===== src/rtl/param_cpu_pkg.sv =====
// Shared opcode, state and field-width definitions for the parametrised accumulator CPU.
package param_cpu_pkg;

    localparam int OPC_W = 4;

    localparam logic [OPC_W-1:0] OP_NOP = 4'h0;
    localparam logic [OPC_W-1:0] OP_LDI = 4'h1;
    localparam logic [OPC_W-1:0] OP_ADD = 4'h2;
    localparam logic [OPC_W-1:0] OP_ADC = 4'h3;
    localparam logic [OPC_W-1:0] OP_SUB = 4'h4;
    localparam logic [OPC_W-1:0] OP_AND = 4'h5;
    localparam logic [OPC_W-1:0] OP_OR  = 4'h6;
    localparam logic [OPC_W-1:0] OP_XOR = 4'h7;
    localparam logic [OPC_W-1:0] OP_SHL = 4'h8;
    localparam logic [OPC_W-1:0] OP_SHR = 4'h9;
    localparam logic [OPC_W-1:0] OP_JMP = 4'hA;
    localparam logic [OPC_W-1:0] OP_JZ  = 4'hB;
    localparam logic [OPC_W-1:0] OP_JC  = 4'hC;
    localparam logic [OPC_W-1:0] OP_OUT = 4'hD;
    localparam logic [OPC_W-1:0] OP_HLT = 4'hE;

    typedef enum logic [2:0] {
        S_IDLE    = 3'd0,
        S_FETCH   = 3'd1,
        S_DECODE  = 3'd2,
        S_EXECUTE = 3'd3,
        S_HALT    = 3'd4
    } state_e;

endpackage


===== src/rtl/param_cpu_prog_mem.sv =====
// Program store: one write port, registered read port, contents survive reset.
module param_cpu_prog_mem
    import param_cpu_pkg::*;
#(
    parameter int DATA_W     = 4,
    parameter int PROG_DEPTH = 16,
    parameter int PC_W       = $clog2(PROG_DEPTH)
) (
    input  logic                    clk,
    input  logic                    we_i,
    input  logic [PC_W-1:0]         waddr_i,
    input  logic [OPC_W+DATA_W-1:0] wdata_i,
    input  logic [PC_W-1:0]         raddr_i,
    output logic [OPC_W+DATA_W-1:0] rdata_o
);

    logic [OPC_W+DATA_W-1:0] mem_q [PROG_DEPTH];

    always_ff @(posedge clk) begin
        if (we_i) begin
            mem_q[waddr_i] <= wdata_i;
        end
        rdata_o <= mem_q[raddr_i];
    end

endmodule


===== src/rtl/param_cpu.sv =====
// Multi-cycle accumulator CPU: FETCH/DECODE/EXECUTE over a writable program memory.
//   state     | meaning
//   S_IDLE    | after reset, waiting for start; program port open
//   S_FETCH   | memory reads mem[pc]
//   S_DECODE  | instruction register captures read data
//   S_EXECUTE | acc/flags/pc/y update
//   S_HALT    | stopped by HLT; program port open, start restarts at pc=0
module param_cpu
    import param_cpu_pkg::*;
#(
    parameter int DATA_W     = 4,
    parameter int PROG_DEPTH = 16,
    localparam int PC_W      = $clog2(PROG_DEPTH)
) (
    input  logic                    clk,
    input  logic                    reset,
    input  logic                    start,
    input  logic                    prog_we,
    input  logic [PC_W-1:0]         prog_addr,
    input  logic [OPC_W+DATA_W-1:0] prog_data,
    output logic [DATA_W-1:0]       y,
    output logic                    y_valid,
    output logic                    busy,
    output logic                    halted,
    output logic [PC_W-1:0]         pc,
    output logic [1:0]              flags
);

    localparam int WORD_W = OPC_W + DATA_W;

    state_e              state_q, state_d;
    logic [PC_W-1:0]     pc_q, pc_d;
    logic [DATA_W-1:0]   acc_q, acc_d;
    logic                c_q, c_d;
    logic                z_q, z_d;
    logic [WORD_W-1:0]   ir_q, ir_d;
    logic [DATA_W-1:0]   y_q, y_d;
    logic                y_valid_q, y_valid_d;

    logic [WORD_W-1:0]   mem_rdata;
    logic                mem_we;
    logic [OPC_W-1:0]    opc;
    logic [DATA_W-1:0]   imm;
    logic [DATA_W:0]     sum_add, sum_adc, diff;
    logic [DATA_W-1:0]   res_and, res_or, res_xor;

    // Loads are only safe while nothing is fetching.
    assign mem_we = prog_we && ((state_q == S_IDLE) || (state_q == S_HALT));

    param_cpu_prog_mem #(
        .DATA_W     (DATA_W),
        .PROG_DEPTH (PROG_DEPTH),
        .PC_W       (PC_W)
    ) u_prog_mem (
        .clk     (clk),
        .we_i    (mem_we),
        .waddr_i (prog_addr),
        .wdata_i (prog_data),
        .raddr_i (pc_q),
        .rdata_o (mem_rdata)
    );

    assign opc     = ir_q[WORD_W-1:DATA_W];
    assign imm     = ir_q[DATA_W-1:0];
    assign sum_add = {1'b0, acc_q} + {1'b0, imm};
    assign sum_adc = {1'b0, acc_q} + {1'b0, imm} + {{DATA_W{1'b0}}, c_q};
    assign diff    = {1'b0, acc_q} - {1'b0, imm};
    assign res_and = acc_q & imm;
    assign res_or  = acc_q | imm;
    assign res_xor = acc_q ^ imm;

    always_comb begin
        state_d   = state_q;
        pc_d      = pc_q;
        acc_d     = acc_q;
        c_d       = c_q;
        z_d       = z_q;
        ir_d      = ir_q;
        y_d       = y_q;
        y_valid_d = 1'b0;

        case (state_q)
            S_IDLE, S_HALT: begin
                if (start) begin
                    state_d = S_FETCH;
                    pc_d    = '0;
                    acc_d   = '0;
                    c_d     = 1'b0;
                    z_d     = 1'b0;
                end
            end
            S_FETCH: begin
                state_d = S_DECODE;
            end
            S_DECODE: begin
                ir_d    = mem_rdata;
                state_d = S_EXECUTE;
            end
            S_EXECUTE: begin
                state_d = S_FETCH;
                pc_d    = pc_q + PC_W'(1);
                case (opc)
                    OP_LDI: acc_d = imm;
                    OP_ADD: begin
                        {c_d, acc_d} = sum_add;
                        z_d          = (sum_add[DATA_W-1:0] == '0);
                    end
                    OP_ADC: begin
                        {c_d, acc_d} = sum_adc;
                        z_d          = (sum_adc[DATA_W-1:0] == '0);
                    end
                    OP_SUB: begin
                        acc_d = diff[DATA_W-1:0];
                        c_d   = diff[DATA_W];
                        z_d   = (diff[DATA_W-1:0] == '0);
                    end
                    OP_AND: begin
                        acc_d = res_and;
                        z_d   = (res_and == '0);
                    end
                    OP_OR: begin
                        acc_d = res_or;
                        z_d   = (res_or == '0);
                    end
                    OP_XOR: begin
                        acc_d = res_xor;
                        z_d   = (res_xor == '0);
                    end
                    OP_SHL: begin
                        c_d   = acc_q[DATA_W-1];
                        acc_d = {acc_q[DATA_W-2:0], 1'b0};
                        z_d   = (acc_q[DATA_W-2:0] == '0);
                    end
                    OP_SHR: begin
                        c_d   = acc_q[0];
                        acc_d = {1'b0, acc_q[DATA_W-1:1]};
                        z_d   = (acc_q[DATA_W-1:1] == '0);
                    end
                    OP_JMP: pc_d = PC_W'(imm);
                    OP_JZ:  if (z_q) pc_d = PC_W'(imm);
                    OP_JC:  if (c_q) pc_d = PC_W'(imm);
                    OP_OUT: begin
                        y_d       = acc_q;
                        y_valid_d = 1'b1;
                    end
                    OP_HLT: state_d = S_HALT;
                    default: ;
                endcase
            end
            default: state_d = S_IDLE;
        endcase
    end

    always_ff @(posedge clk) begin
        if (reset) begin
            state_q   <= S_IDLE;
            pc_q      <= '0;
            acc_q     <= '0;
            c_q       <= 1'b0;
            z_q       <= 1'b0;
            ir_q      <= '0;
            y_q       <= '0;
            y_valid_q <= 1'b0;
        end else begin
            state_q   <= state_d;
            pc_q      <= pc_d;
            acc_q     <= acc_d;
            c_q       <= c_d;
            z_q       <= z_d;
            ir_q      <= ir_d;
            y_q       <= y_d;
            y_valid_q <= y_valid_d;
        end
    end

    assign y       = y_q;
    assign y_valid = y_valid_q;
    assign busy    = (state_q == S_FETCH) || (state_q == S_DECODE) || (state_q == S_EXECUTE);
    assign halted  = (state_q == S_HALT);
    assign pc      = pc_q;
    assign flags   = {c_q, z_q};

endmodule


===== config.mk =====
export PLATFORM = sky130hd
export DESIGN_NAME = param_cpu
export DESIGN_NICKNAME = d
export VERILOG_FILES = /design/src/rtl/param_cpu_pkg.sv /design/src/rtl/param_cpu_prog_mem.sv /design/src/rtl/param_cpu.sv
export SDC_FILE = /design/constraint.sdc
export NUM_CORES = 1
export LEC_CHECK = 0
export BUFFER_PORTS_ARGS = -buffer_cell sky130_fd_sc_hd__buf_2
export CAP_MARGIN = 5
export CORE_MARGIN = 5
export CORE_UTILIZATION = 41
export CTS_CLUSTER_SIZE = 24
export DETAILED_ROUTE_END_ITERATION = 10
export GPL_TIMING_DRIVEN = 0
export HOLD_SLACK_MARGIN = 0.05
export PLACE_DENSITY = 0.66
export SETUP_SLACK_MARGIN = 0.2
export SYNTH_ARGS = -nofsm -noshare
export SYNTH_HDL_FRONTEND = slang
export SYNTH_HIERARCHICAL = 1
export SYNTH_SLANG_ARGS = --single-unit

===== constraint.sdc =====
create_clock -name clk -period 2.9 [get_ports clk]
set_input_delay 0.435 -clock clk [delete_from_list [all_inputs] [get_ports clk]]
set_output_delay 0.435 -clock clk [all_outputs]
set_load 0.01 [all_outputs]

==> results of run 1 <==
## routing by layer
| layer | vias to the layer above | GRT usage [%] | wire (µm) | share of wire [%] |
|---|---|---|---|---|
| met3 | 22 | 3.23 | 852 | 5.1 |
| met4 | 0 | 5.90 | 302 | 1.8 |
| met1 | 2303 | 22.7 | 7330 | 44 |
| met2 | 155 | 26.6 | 8220 | 49 |
| met5 | - | 0 | 0 | 0 |
| li1 | 2068 | - | - | - |
## synthesized netlist by cell type, types with 3 or more instances
cell type / number / area (µm²)
sky130_fd_sc_hd__a21o_1: 3 / 22.5
sky130_fd_sc_hd__a21oi_1: 25 / 125
sky130_fd_sc_hd__a22oi_1: 17 / 128
sky130_fd_sc_hd__a31oi_1: 4 / 25.0
sky130_fd_sc_hd__and2_1: 7 / 43.8
sky130_fd_sc_hd__buf_2: 9 / 45.0
sky130_fd_sc_hd__buf_4: 5 / 37.5
sky130_fd_sc_hd__buf_6: 5 / 56.3
sky130_fd_sc_hd__clkbuf_1: 4 / 15.0
sky130_fd_sc_hd__clkdlybuf4s25_2: 3 / 30.0
sky130_fd_sc_hd__dfxtp_1: 34 / 681
sky130_fd_sc_hd__edfxtp_1: 128 / 3840
sky130_fd_sc_hd__ha_1: 15 / 188
sky130_fd_sc_hd__inv_1: 15 / 56.3
sky130_fd_sc_hd__mux2i_1: 17 / 170
sky130_fd_sc_hd__mux4_1: 14 / 368
sky130_fd_sc_hd__mux4_2: 18 / 405
sky130_fd_sc_hd__nand2_1: 25 / 93.8
sky130_fd_sc_hd__nand2b_1: 6 / 37.5
sky130_fd_sc_hd__nand3_1: 6 / 30.0
sky130_fd_sc_hd__nand3b_1: 6 / 45.0
sky130_fd_sc_hd__nand4b_1: 3 / 26.3
sky130_fd_sc_hd__nor2_1: 45 / 169
sky130_fd_sc_hd__nor2b_1: 3 / 18.8
sky130_fd_sc_hd__nor3_1: 10 / 50.1
sky130_fd_sc_hd__nor4_1: 3 / 18.8
sky130_fd_sc_hd__o21ai_0: 11 / 55.1
sky130_fd_sc_hd__o21ai_1: 6 / 30.0
sky130_fd_sc_hd__o21bai_1: 3 / 22.5
## worst min path at each step
stage | to | slack, ns
2_1_floorplan | state_q[1] | 0.44
3_3_place_gp | ir_q[3] | 0.45
4_1_cts | state_q[0] | 0.31
6_report | state_q[0] | 0.33
5_1_grt | state_q[0] | 0.32
3_5_place_dp | ir_q[2] | 0.46
## power by group through the flow
stage	Clock (W)	Combinational (W)	Sequential, W
3_3_place_gp	0	0.000469	0.00263
4_1_cts	0.00225	0.000474	0.00258
2_1_floorplan	0	0.000325	0.00262
5_1_grt	0.00235	0.000527	0.00258
3_5_place_dp	0	0.000472	0.00263
6_report	0.00220	0.000486	0.00258
## cell type report
type,count,area [µm²]
clock buffer,17,425
clock inverter,15,161
inverter,17,63.8
sequential,162,4530
multi-input combinational,300,2600
fill,1567,9380
buffer,26,184
timing repair buffer,29,148
tap,229,287
## stage by stage
stage               std cells  instance area [µm²]  TNS, ns  hold WS (ns)  total power [W]
floorplan                 505                 7350        0         0.435          0.00295
global route              795                 8400        0         0.322          0.00546
CTS                       793                 8370        0         0.307          0.00530
global placement          761                 7770        0         0.449          0.00310
finish                    795                 8400        0         0.331          0.00527
detailed placement        761                 7770   -0.495         0.465          0.00310
## layout by cell type, fill, tap and decap left out, types with 3 or more instances in the layout
master,instances
sky130_fd_sc_hd__dfxtp_1,32
sky130_fd_sc_hd__a21o_1,3
sky130_fd_sc_hd__nand2_1,25
sky130_fd_sc_hd__clkdlybuf4s25_2,3
sky130_fd_sc_hd__inv_1,15
sky130_fd_sc_hd__nand4b_1,3
sky130_fd_sc_hd__nor2_1,45
sky130_fd_sc_hd__o21ai_1,6
sky130_fd_sc_hd__nor4_1,3
sky130_fd_sc_hd__mux2i_1,17
sky130_fd_sc_hd__clkbuf_1,4
sky130_fd_sc_hd__and2_1,7
sky130_fd_sc_hd__nand3b_1,6
sky130_fd_sc_hd__o21ai_0,11
sky130_fd_sc_hd__nor3_2,3
sky130_fd_sc_hd__nor2b_1,3
sky130_fd_sc_hd__a21oi_1,25
sky130_fd_sc_hd__nor3_1,9
sky130_fd_sc_hd__nand3_1,6
sky130_fd_sc_hd__nand2b_1,6
sky130_fd_sc_hd__ha_1,15
sky130_fd_sc_hd__a31oi_1,4
sky130_fd_sc_hd__mux4_2,18
sky130_fd_sc_hd__buf_6,5
sky130_fd_sc_hd__buf_2,37
sky130_fd_sc_hd__inv_6,9
sky130_fd_sc_hd__clkbuf_16,17
sky130_fd_sc_hd__a22oi_1,17
sky130_fd_sc_hd__o21bai_1,3
sky130_fd_sc_hd__buf_4,5
sky130_fd_sc_hd__edfxtp_1,128
sky130_fd_sc_hd__mux4_1,14
## registers in the layout (all words and copies together) (netlist names)
name,count
state_q,3
u_prog_mem/rdata_o,8
u_prog_mem/mem_q,128
ir_q,8
z_q,1
c_q,1
y,4
acc_q,4
pc,4
y_valid,1
## worst max-delay path: stages (launching register included)
cell and delay, ns:
sky130_fd_sc_hd__dfxtp_1 0.48, sky130_fd_sc_hd__ha_1 0.30, sky130_fd_sc_hd__fa_1 0.55, sky130_fd_sc_hd__ha_1 0.27, sky130_fd_sc_hd__and2_1 0.17, sky130_fd_sc_hd__nor2b_1 0.15
sky130_fd_sc_hd__xor2_1 0.17, sky130_fd_sc_hd__a311o_1 0.36
## what timing repair did
item,CTS,global route
buffers inserted,0,0
setup endpoints to repair,8,2
gates resized for setup,1,5
## logic make-up after synthesis
family	Yosys count
AND/OR/NAND/NOR	134
buffers and inverters	43
AO/OA/AOI/OAI	94
XOR/XNOR	6
adder cells (fa/ha/maj)	17
flip-flops	162
multiplexers	49
==> PnR_summary.wiki, run 1 <==
{| class="wikitable"
! Metric !! Value
|-
| Switching part of the total || 24.9%
|-
| Start point of the critical path || acc_q[0]
|-
| Overall routing resource usage || 16.6%
|-
| Run status || complete, no violations
|-
| Number of vias per cell after detailed routing || 5.72
|-
| Reg-to-reg critical path startpoint || acc_q[0]
|-
| Reg2Reg Depth || 7
|-
| Unrepaired setup endpoints after global routing || no
|-
| Floorplan die area || 20,700 µm²
|-
| Min-delay src || start
|-
| Proportion of synthesized flip-flops having asynchronous set or reset || 0%
|-
| Post-route minimum period || 2.57 ns
|-
| Clock insertion delay at the later pin of the skew report || 0.42 ns
|-
| Antenna Diode Count || 0
|-
| Post-Syn Nets || 538
|-
| Combinational power share || 9.2%
|-
| Combinational family with the most area after synthesis || multiplexers
|-
| Pins over their slew limit || 0
|-
| Top FF cell, synth || sky130_fd_sc_hd__edfxtp_1
|-
| Initial antenna violation count || 0
|-
| CTS H-tree depth || 4
|-
| Max-Cap Viols || 0
|-
| 1st-iter DRT viols || 438
|-
| Cell-internal power || 0.00396 W
|-
| Overflow after GRT || 0
|-
| Type of element capturing the critical path || flop
|-
| Fraction of the mapped netlist area in simple logic gates || 9.72%
|-
| Top Ports || 29
|-
| Clock root buffer master || sky130_fd_sc_hd__clkbuf_16
|-
| Reported leakage power || 2.85 nW
|-
| Worst VDD drop || 463 µV
|-
| Number of nets with antenna violations after routing || 0
|-
| Number of nets in the final layout || 586
|-
| Post-synth EDFFs || 128
|-
| Number of storage elements in the synthesis netlist || 162
|-
| Number of synthesis warnings || 6
|-
| Max-Slew Margin vs Limit || 17.0%
|-
| Post-CTS Hold Buffers || 0
|-
| Critical path arrival || 2.88 ns
|-
| Count of cell types in the netlist || 70
|-
| Top achievable clock speed || 389 MHz
|-
| Die W || 144 µm
|-
| Starting density of the core || 41.4%
|-
| Area growth from synthesis to final layout || 14.2%
|-
| Worst setup path category || reg2reg
|-
| Wire length of the first global-routing pass || 25,600 µm
|-
| Maximum number of pins on one net before global-route repair || 18
|-
| Post-DR wirelength/cell || 21.0 µm
|-
| Number of design rule violations left after detail routing || 0
|-
| Placeable core region || 17,800 µm²
|-
| Core Rows || 49
|-
| Final-report setup violation count || 0
|-
| Netlist Area Pre-Place || 7350 µm²
|-
| Switching power || 0.00131 W
|-
| Die boundary height || 144 µm
|-
| Finished Core Util || 47.2%
|-
| Number of buffers on the longest clock path || 2
|-
| Class of the most critical hold timing path || in2reg
|-
| Mean post-synth cell area || 14.6 µm²
|-
| Total Routed Length || 16,700 µm
|-
| CTS clock-pin slew for the worst setup and hold paths || 0.07 ns
|-
| Required time at the endpoint of the critical path || 3.21 ns
|-
| Worst Setup Start Kind || flop
|-
| Synthesized-area fraction occupied by ao, oa, aoi and oai cells || 8.53%
|-
| Proportion of layout cells with a drive suffix above 1 || 21.2%
|-
| Clock sink total || 162
|-
| Number of buffers created by CTS || 17
|-
| Part of the power in registers || 49.0%
|-
| Clock share of power || 41.8%
|-
| Routability congestion estimate || 0.913
|-
| RR Endpoint || c_q
|-
| Adder-cell area share of the yosys netlist || 3.10%
|-
| First-pass iteration count of the detailed router || 5
|-
| Final worst-path setup slack || 0.330 ns
|-
| TritonCTS clock tree || done
|-
| Number of port buffers || 27
|-
| Power density over the cells || 627 nW/µm²
|-
| Place WS || -0.0623 ns
|-
| Setup clock skew after layout || 0.00587 ns
|-
| Last element of the critical path || c_q
|-
| HPWL Detailed || 11,400 µm
|-
| Ratio of final minimum period to clock period || 88.6%
|-
| Register-to-Register Setup Slack || 0.33 ns
|-
| Hold Path Depth || 3
|-
| Measured slew at the worst slew-check pin || 1.24 ns
|-
| Xor-xnor portion of the synthesized cell area || 0.919%
|-
| Post-synthesis instance total || 505
|-
| Largest fanout on the critical path || 7
|-
| Final hold violation count || 0
|-
| Sequential share of the synthesized area || 61.5%
|-
| Multiplexer fraction of the synthesized cell area || 12.8%
|-
| Via count of the first global-routing pass || 4,474
|-
| Routed vias || 4,548
|}
Note: power is estimated with default switching activity, not from simulation.
==> run 2: changes to the inputs <==
--- a/config.mk
+++ b/config.mk
@@ -7,7 +7,7 @@
 export LEC_CHECK = 0
 export BUFFER_PORTS_ARGS = -buffer_cell sky130_fd_sc_hd__buf_2
 export CAP_MARGIN = 5
-export CORE_MARGIN = 5
+export CORE_MARGIN = 2
 export CORE_UTILIZATION = 41
 export CTS_CLUSTER_SIZE = 24
 export DETAILED_ROUTE_END_ITERATION = 10
==> PnR_summary.wiki, run 2 (synthesized netlist as in run 1, its figures left out) <==
{| class="wikitable"
! Metric !! Value
|-
| Required time at the endpoint of the critical path || 3.19 ns
|-
| Number of buffers created by CTS || 17
|-
| Clock insertion delay at the later pin of the skew report || 0.43 ns
|-
| Clock sink total || 162
|-
| Critical path arrival || 2.88 ns
|-
| Post-route non-filler standard cell count || 790
|-
| Final-report setup violation count || 0
|-
| Proportion of layout cells with a drive suffix above 1 || 20.9%
|-
| 1st-iter DRT viols || 373
|-
| Floorplan die area || 19,000 µm²
|-
| Antenna Diode Count || 0
|-
| Worst Setup Start Kind || flop
|-
| Class of the most critical hold timing path || in2reg
|-
| Starting density of the core || 42.2%
|-
| Layout fillers || 1,502
|-
| Total Routed Length || 16,600 µm
|-
| Top achievable clock speed || 386 MHz
|-
| Top Ports || 29
|-
| Number of design rule violations left after detail routing || 0
|-
| RR Endpoint || acc_q[3]
|-
| Reported leakage power || 2.85 nW
|-
| Overall routing resource usage || 18.7%
|-
| Placeable core region || 17,400 µm²
|-
| Pins over their slew limit || 0
|-
| Unrepaired setup endpoints after global routing || yes
|-
| Maximum number of pins on one net before global-route repair || 18
|-
| Finished Core Util || 48.3%
|-
| HPWL Detailed || 11,400 µm
|-
| Number of nets with antenna violations after routing || 0
|-
| Cell area after placement || 7770 µm²
|-
| Reg-to-reg critical path startpoint || acc_q[1]
|-
| Leading cell type in the layout, fill and taps excluded || sky130_fd_sc_hd__edfxtp_1
|-
| First-pass iteration count of the detailed router || 5
|-
| Die W || 138 µm
|-
| Largest fanout on the critical path || 8
|-
| Post-DR wirelength/cell || 21.0 µm
|-
| Setup clock skew after layout || 0.0163 ns
|-
| Clock root buffer master || sky130_fd_sc_hd__clkbuf_16
|-
| Die boundary height || 138 µm
|-
| Number of vias per cell after detailed routing || 5.77
|-
| Run status || complete, no violations
|-
| Core Rows || 48
|-
| Worst VDD drop || 429 µV
|-
| Max-Cap Viols || 0
|-
| CTS clock-pin slew for the worst setup and hold paths || 0.07 ns
|-
| Initial antenna violation count || 0
|-
| Via count of the first global-routing pass || 4,601
|-
| Wire length of the first global-routing pass || 25,800 µm
|-
| Register-to-Register Setup Slack || 0.31 ns
|-
| Ratio of final minimum period to clock period || 89.3%
|-
| Number of nets in the final layout || 585
|-
| TritonCTS clock tree || done
|-
| Last element of the critical path || acc_q[3]
|-
| Power density over the cells || 635 nW/µm²
|-
| Area growth from synthesis to final layout || 14.3%
|-
| Type of element capturing the critical path || flop
|-
| Number of buffers on the longest clock path || 2
|-
| Routability congestion estimate || 0.889
|-
| Overflow after GRT || 0
|-
| Most frequent cells in the layout || sky130_fd_sc_hd__edfxtp_1 (128), sky130_fd_sc_hd__nor2_1 (45), sky130_fd_sc_hd__buf_2 (36)
|-
| Post-CTS Hold Buffers || 0
|-
| CTS H-tree depth || 4
|-
| Number of port buffers || 27
|-
| Post-Place Cells || 757
|-
| Number of flip-flops in the largest register || 128
|-
| Min-delay src || start
|-
| Max-Slew Margin vs Limit || 14.7%
|-
| Final std cell area, no fill || 8410 µm²
|-
| Worst setup path category || reg2reg
|-
| Reg2Reg Depth || 8
|-
| Final hold violation count || 0
|-
| Measured slew at the worst slew-check pin || 1.27 ns
|-
| Post-route minimum period || 2.59 ns
|-
| Routed vias || 4,555
|-
| Largest regs || u_prog_mem/mem_q x128, ir_q x8, u_prog_mem/rdata_o x8
|-
| Register containing the most flip-flops in the final layout || u_prog_mem/mem_q
|-
| Start point of the critical path || acc_q[1]
|}
## run 2: cell count changes in the layout (fill, tap and decap cells not counted), sizes merged
cell / before / now
buf: 47 / 46
bufinv: 1 / 2
clkinv: 3 / 4
inv: 28 / 26
## run 2: worst min path at each step
| stage | to | slack, ns | cells past startpoint |
|---|---|---|---|
| after detailed placement | ir_q[5] | 0.46 | 2 |
| after global placement | ir_q[7] | 0.45 | 2 |
| after CTS | state_q[0] | 0.29 | 3 |
| after floorplan | state_q[1] | 0.44 | 1 |
| after global routing | state_q[0] | 0.31 | 3 |
| final | state_q[0] | 0.32 | 3 |
## run 2: layout make-up
type                    count  area [µm²]  area share, %
clock buffers              17         425           5.06
plain buffers              26         184           2.19
inverters                  17        63.8          0.759
multi-input cells         300        2590           30.8
repair buffers             28         143           1.70
flip-flops and latches    162        4530           53.8
well taps                 225         282           3.35
clock inverters            15         193           2.29
## run 2: routing by layer
metal | part of all wire [%] | wire (µm) | global-route usage [%] | up-vias
met1 | 43 | 7160 | 24.2 | 2275
met5 | 0 | 0 | 0 | -
met2 | 49 | 8160 | 30.3 | 166
li1 | - | - | - | 2074
met3 | 4.6 | 761 | 3.62 | 40
met4 | 3.0 | 504 | 9.13 | 0
## run 2: metrics by stage
stage	TNS (ns)	power, W	setup slack [ns]	hold slack (ns)
after floorplan	0	0.00295	0.649	0.435
after global placement	0	0.00310	0.0517	0.445
after detailed placement	-0.0328	0.00310	-0.00459	0.456
after CTS	0	0.00539	0.238	0.291
after global routing	0	0.00553	0.171	0.311
final	0	0.00534	0.309	0.320
## run 2: critical path: stages, from the launching register on
cell and delay (ns):
sky130_fd_sc_hd__dfxtp_1 0.52, sky130_fd_sc_hd__inv_1 0.18, sky130_fd_sc_hd__ha_1 0.38, sky130_fd_sc_hd__a21o_1 0.19, sky130_fd_sc_hd__a21oi_2 0.18, sky130_fd_sc_hd__xnor2_2 0.20
sky130_fd_sc_hd__o311ai_1 0.12, sky130_fd_sc_hd__a2111oi_1 0.58, sky130_fd_sc_hd__o31ai_1 0.11
## run 2: timing repair
action                     CTS  global route
setup endpoints to repair    8             3
cloned                       0             0
gates resized for setup      1             2
hold endpoints to repair     0             0
setup buffers                0             0
## run 2: power by group
group / total (W) / switching [W] / internal, W
clock network: 0.00228 / 0.000968 / 0.00131
logic: 0.000478 / 0.000298 / 0.000180
registers: 0.00258 / 0.0000320 / 0.00255
total: 0.00534 / 0.00130 / 0.00404
==> run 3: changes to the inputs <==
--- a/config.mk
+++ b/config.mk
@@ -17,5 +17,4 @@
 export SETUP_SLACK_MARGIN = 0.2
 export SYNTH_ARGS = -nofsm -noshare
 export SYNTH_HDL_FRONTEND = slang
-export SYNTH_HIERARCHICAL = 1
 export SYNTH_SLANG_ARGS = --single-unit
==> PnR_summary.wiki, run 3 <==
{| class="wikitable"
! Metric !! Value
|-
| Proportion of synthesized flip-flops having asynchronous set or reset || 0%
|-
| Overflow after GRT || 0
|-
| Count of cell types in the netlist || 63
|-
| Setup clock skew after layout || 0.00948 ns
|-
| Worst VDD drop || 470 µV
|-
| Buf/Inv on CP || 2
|-
| Max-Cap Viols || 0
|-
| Proportion of layout cells with a drive suffix above 1 || 25.0%
|-
| Unrepaired setup endpoints after global routing || no
|-
| Cell type of the slowest stage on the worst timing path || sky130_fd_sc_hd__dfxtp_1
|-
| Total Routed Length || 17,200 µm
|-
| Part of the power in registers || 49.2%
|-
| CTS H-tree depth || 4
|-
| Number of design rule violations left after detail routing || 0
|-
| Core Rows || 48
|-
| Antenna Diode Count || 0
|-
| Mean post-synth cell area || 14.9 µm²
|-
| Number of flip-flops in the largest register || 128
|-
| Switching power || 0.00131 W
|-
| Measured slew at the worst slew-check pin || 0.841 ns
|-
| Post-DR wirelength/cell || 22.3 µm
|-
| Worst Setup Start Kind || flop
|-
| Final-report setup violation count || 0
|-
| Leading cell type in the layout, fill and taps excluded || sky130_fd_sc_hd__edfxtp_1
|-
| Clock share of power || 41.0%
|-
| Via count of the first global-routing pass || 4,379
|-
| Type of element capturing the critical path || flop
|-
| Post-route minimum period || 2.58 ns
|-
| 1st-iter DRT viols || 333
|-
| Wire length of the first global-routing pass || 26,400 µm
|-
| Routability congestion estimate || 0.915
|-
| Register containing the most flip-flops in the final layout || u_prog_mem.mem_q
|-
| Layout fillers || 1,474
|-
| Top-count cell post-synth || sky130_fd_sc_hd__edfxtp_1
|-
| Critical path arrival || 2.89 ns
|-
| Power density over the cells || 631 nW/µm²
|-
| Top FF cell, synth || sky130_fd_sc_hd__edfxtp_1
|-
| Post-synth EDFFs || 128
|-
| Die boundary height || 137 µm
|-
| Number of storage elements in the synthesis netlist || 162
|-
| Reported leakage power || 2.74 nW
|-
| Slowest Stage Delay on Critical Path || 0.53 ns
|-
| Top Ports || 29
|-
| Class of the most critical hold timing path || in2reg
|-
| Die W || 137 µm
|-
| Largest regs || u_prog_mem.mem_q x128, ir_q x8, u_prog_mem.rdata_o x8
|-
| Place WS || -0.0816 ns
|-
| Number of buffers on the longest clock path || 2
|-
| Placeable core region || 17,400 µm²
|-
| Cell-internal power || 0.00393 W
|-
| Post-Syn Nets || 521
|-
| Top Family by Delay on Critical Path || compound AO/OA/AOI/OAI gates
|-
| Number of synthesis warnings || 0
|-
| Worst setup path category || reg2reg
|-
| Required time at the endpoint of the critical path || 3.21 ns
|-
| List of most frequent post-synthesis cells || sky130_fd_sc_hd__edfxtp_1 (128), sky130_fd_sc_hd__nor2_1 (51), sky130_fd_sc_hd__mux4_2 (40), sky130_fd_sc_hd__dfxtp_1 (34), sky130_fd_sc_hd__nand2_1 (23)
|-
| Number of nets with antenna violations after routing || 0
|-
| Post-CTS Hold Buffers || 0
|-
| Area growth from synthesis to final layout || 14.0%
|-
| Initial antenna violation count || 0
|-
| Starting density of the core || 42.0%
|-
| Final worst-path setup slack || 0.319 ns
|-
| First-pass iteration count of the detailed router || 5
|-
| Number of vias per cell after detailed routing || 5.72
|-
| Sequential share of the synthesized area || 62.1%
|-
| Clock root buffer master || sky130_fd_sc_hd__clkbuf_16
|-
| Top achievable clock speed || 387 MHz
|-
| HPWL Detailed || 11,800 µm
|-
| Run status || complete, no violations
|-
| Netlist Area Pre-Place || 7280 µm²
|-
| Clock insertion delay at the later pin of the skew report || 0.43 ns
|-
| Finished Core Util || 47.8%
|-
| Cells along the critical path || inv_1 > ha_1 > buf_2 > nand3_1 > and3_1 > nor2_1 > xor2_1 > a221o_1 > a32o_1
|-
| TritonCTS clock tree || done
|-
| Max-Slew Margin vs Limit || 43.9%
|-
| Overall routing resource usage || 19.3%
|-
| Floorplan die area || 18,800 µm²
|-
| Dominant cells by area after synthesis || sky130_fd_sc_hd__edfxtp_1 (53%), sky130_fd_sc_hd__mux4_2 (12%), sky130_fd_sc_hd__dfxtp_1 (9.3%), sky130_fd_sc_hd__nor2_1 (2.6%), sky130_fd_sc_hd__ha_1 (2.6%)
|-
| Switching part of the total || 25.0%
|-
| Post-synthesis instance total || 488
|-
| Clock sink total || 162
|-
| Cell type contributing the most total cell area after synthesis || sky130_fd_sc_hd__edfxtp_1
|-
| Pins over their slew limit || 0
|-
| Ratio of final minimum period to clock period || 89.0%
|-
| Synth top area share || 52.8%
|-
| Largest fanout on the critical path || 9
|-
| CTS clock-pin slew for the worst setup and hold paths || 0.06 ns
|-
| Combinational power share || 9.7%
|-
| Most frequent cells in the layout || sky130_fd_sc_hd__edfxtp_1 (128), sky130_fd_sc_hd__nor2_1 (48), sky130_fd_sc_hd__mux4_2 (40)
|-
| Number of nets in the final layout || 567
|-
| Final hold violation count || 0
|-
| Number of buffers created by CTS || 17
|-
| Maximum number of pins on one net before global-route repair || 17
|-
| Number of port buffers || 27
|-
| Routed vias || 4,419
|}
-- run 3: changes by cell type after synthesis, sizes merged, moves of 4 or more --
| cell | change |
|---|---|
| a21oi | -7 |
| a22oi | -12 |
| and2 | -5 |
| clkbuf | +5 |
| mux4 | +8 |
| nand3b | -6 |
| nor2 | +8 |
| xnor2 | +4 |
-- run 3: worst paths after layout --
| path | startpoint | cells after the start | slack, ns | endpoint |
|---|---|---|---|---|
| setup / recovery | acc_q[2] | 9 | 0.32 | acc_q[3] |
| hold / removal | start | 3 | 0.30 | state_q[0] |
| setup reg to reg | acc_q[2] | 9 | 0.32 | acc_q[3] |
| hold reg to reg | state_q[2] | 1 | 0.46 | state_q[1] |
-- run 3: power groups by stage --
| stage | logic, W | registers, W | clock network, W |
|---|---|---|---|
| floorplan | 0.000340 | 0.00262 | 0 |
| global placement | 0.000494 | 0.00263 | 0 |
| finish | 0.000510 | 0.00258 | 0.00215 |
| CTS | 0.000503 | 0.00258 | 0.00217 |
| detailed placement | 0.000498 | 0.00263 | 0 |
| global route | 0.000553 | 0.00258 | 0.00225 |
-- run 3: area by class of cell --
cell class / count / area, µm² / share of cell area (%)
buffer: 28 / 181 / 2.19
clock buffer: 18 / 429 / 5.17
clock inverter: 14 / 129 / 1.55
inverter: 17 / 63.8 / 0.769
multi-input combinational: 281 / 2550 / 30.7
sequential: 162 / 4530 / 54.6
tap: 225 / 282 / 3.39
timing repair buffer: 27 / 135 / 1.63
-- run 3: stage by stage --
step	setup TNS [ns]	total power [W]	hold WS [ns]	cells	cell area [µm²]
floorplan	0	0.00296	0.426	488	7280
global placement	0	0.00312	0.440	740	7700
detailed placement	-0.649	0.00313	0.456	740	7700
CTS	0	0.00525	0.289	772	8270
global route	0	0.00539	0.316	772	8300
finish	0	0.00524	0.304	772	8300
-- run 3: metal layers --
metal  wire length (µm)  vias to the layer above  track usage, %
li1                   -                     1988               -
met1               7510                     2244            26.2
met2               8460                      161            31.8
met3                944                       26            3.90
met4                269                        0            5.27
met5                  0                        -               0
-- run 3: cells by family after synthesis --
kind of cell,count (synthesis),synth area share (%)
xor+xnor,10,1.20
compound gates,72,6.98
buf+inv,45,3.37
simple gates,123,8.13
flops,162,62.1
mux,59,15.1
fa+ha+maj,17,3.13
-- run 3: worst register-to-register path: stages, from the launching register on --
cell                      delay [ns]
sky130_fd_sc_hd__dfxtp_1        0.53
sky130_fd_sc_hd__inv_1          0.09
sky130_fd_sc_hd__ha_1           0.28
sky130_fd_sc_hd__buf_2          0.22
sky130_fd_sc_hd__nand3_1        0.14
sky130_fd_sc_hd__and3_1         0.21
sky130_fd_sc_hd__nor2_1         0.26
sky130_fd_sc_hd__xor2_1         0.12
sky130_fd_sc_hd__a221o_1        0.35
sky130_fd_sc_hd__a32o_1         0.27
-- run 3: what timing repair did --
action                                  CTS  global route
setup buffers                             0             0
pin swaps                                 0             0
endpoints found under the setup margin   24            35
gates resized for setup                   3             7
cloned                                    0             0
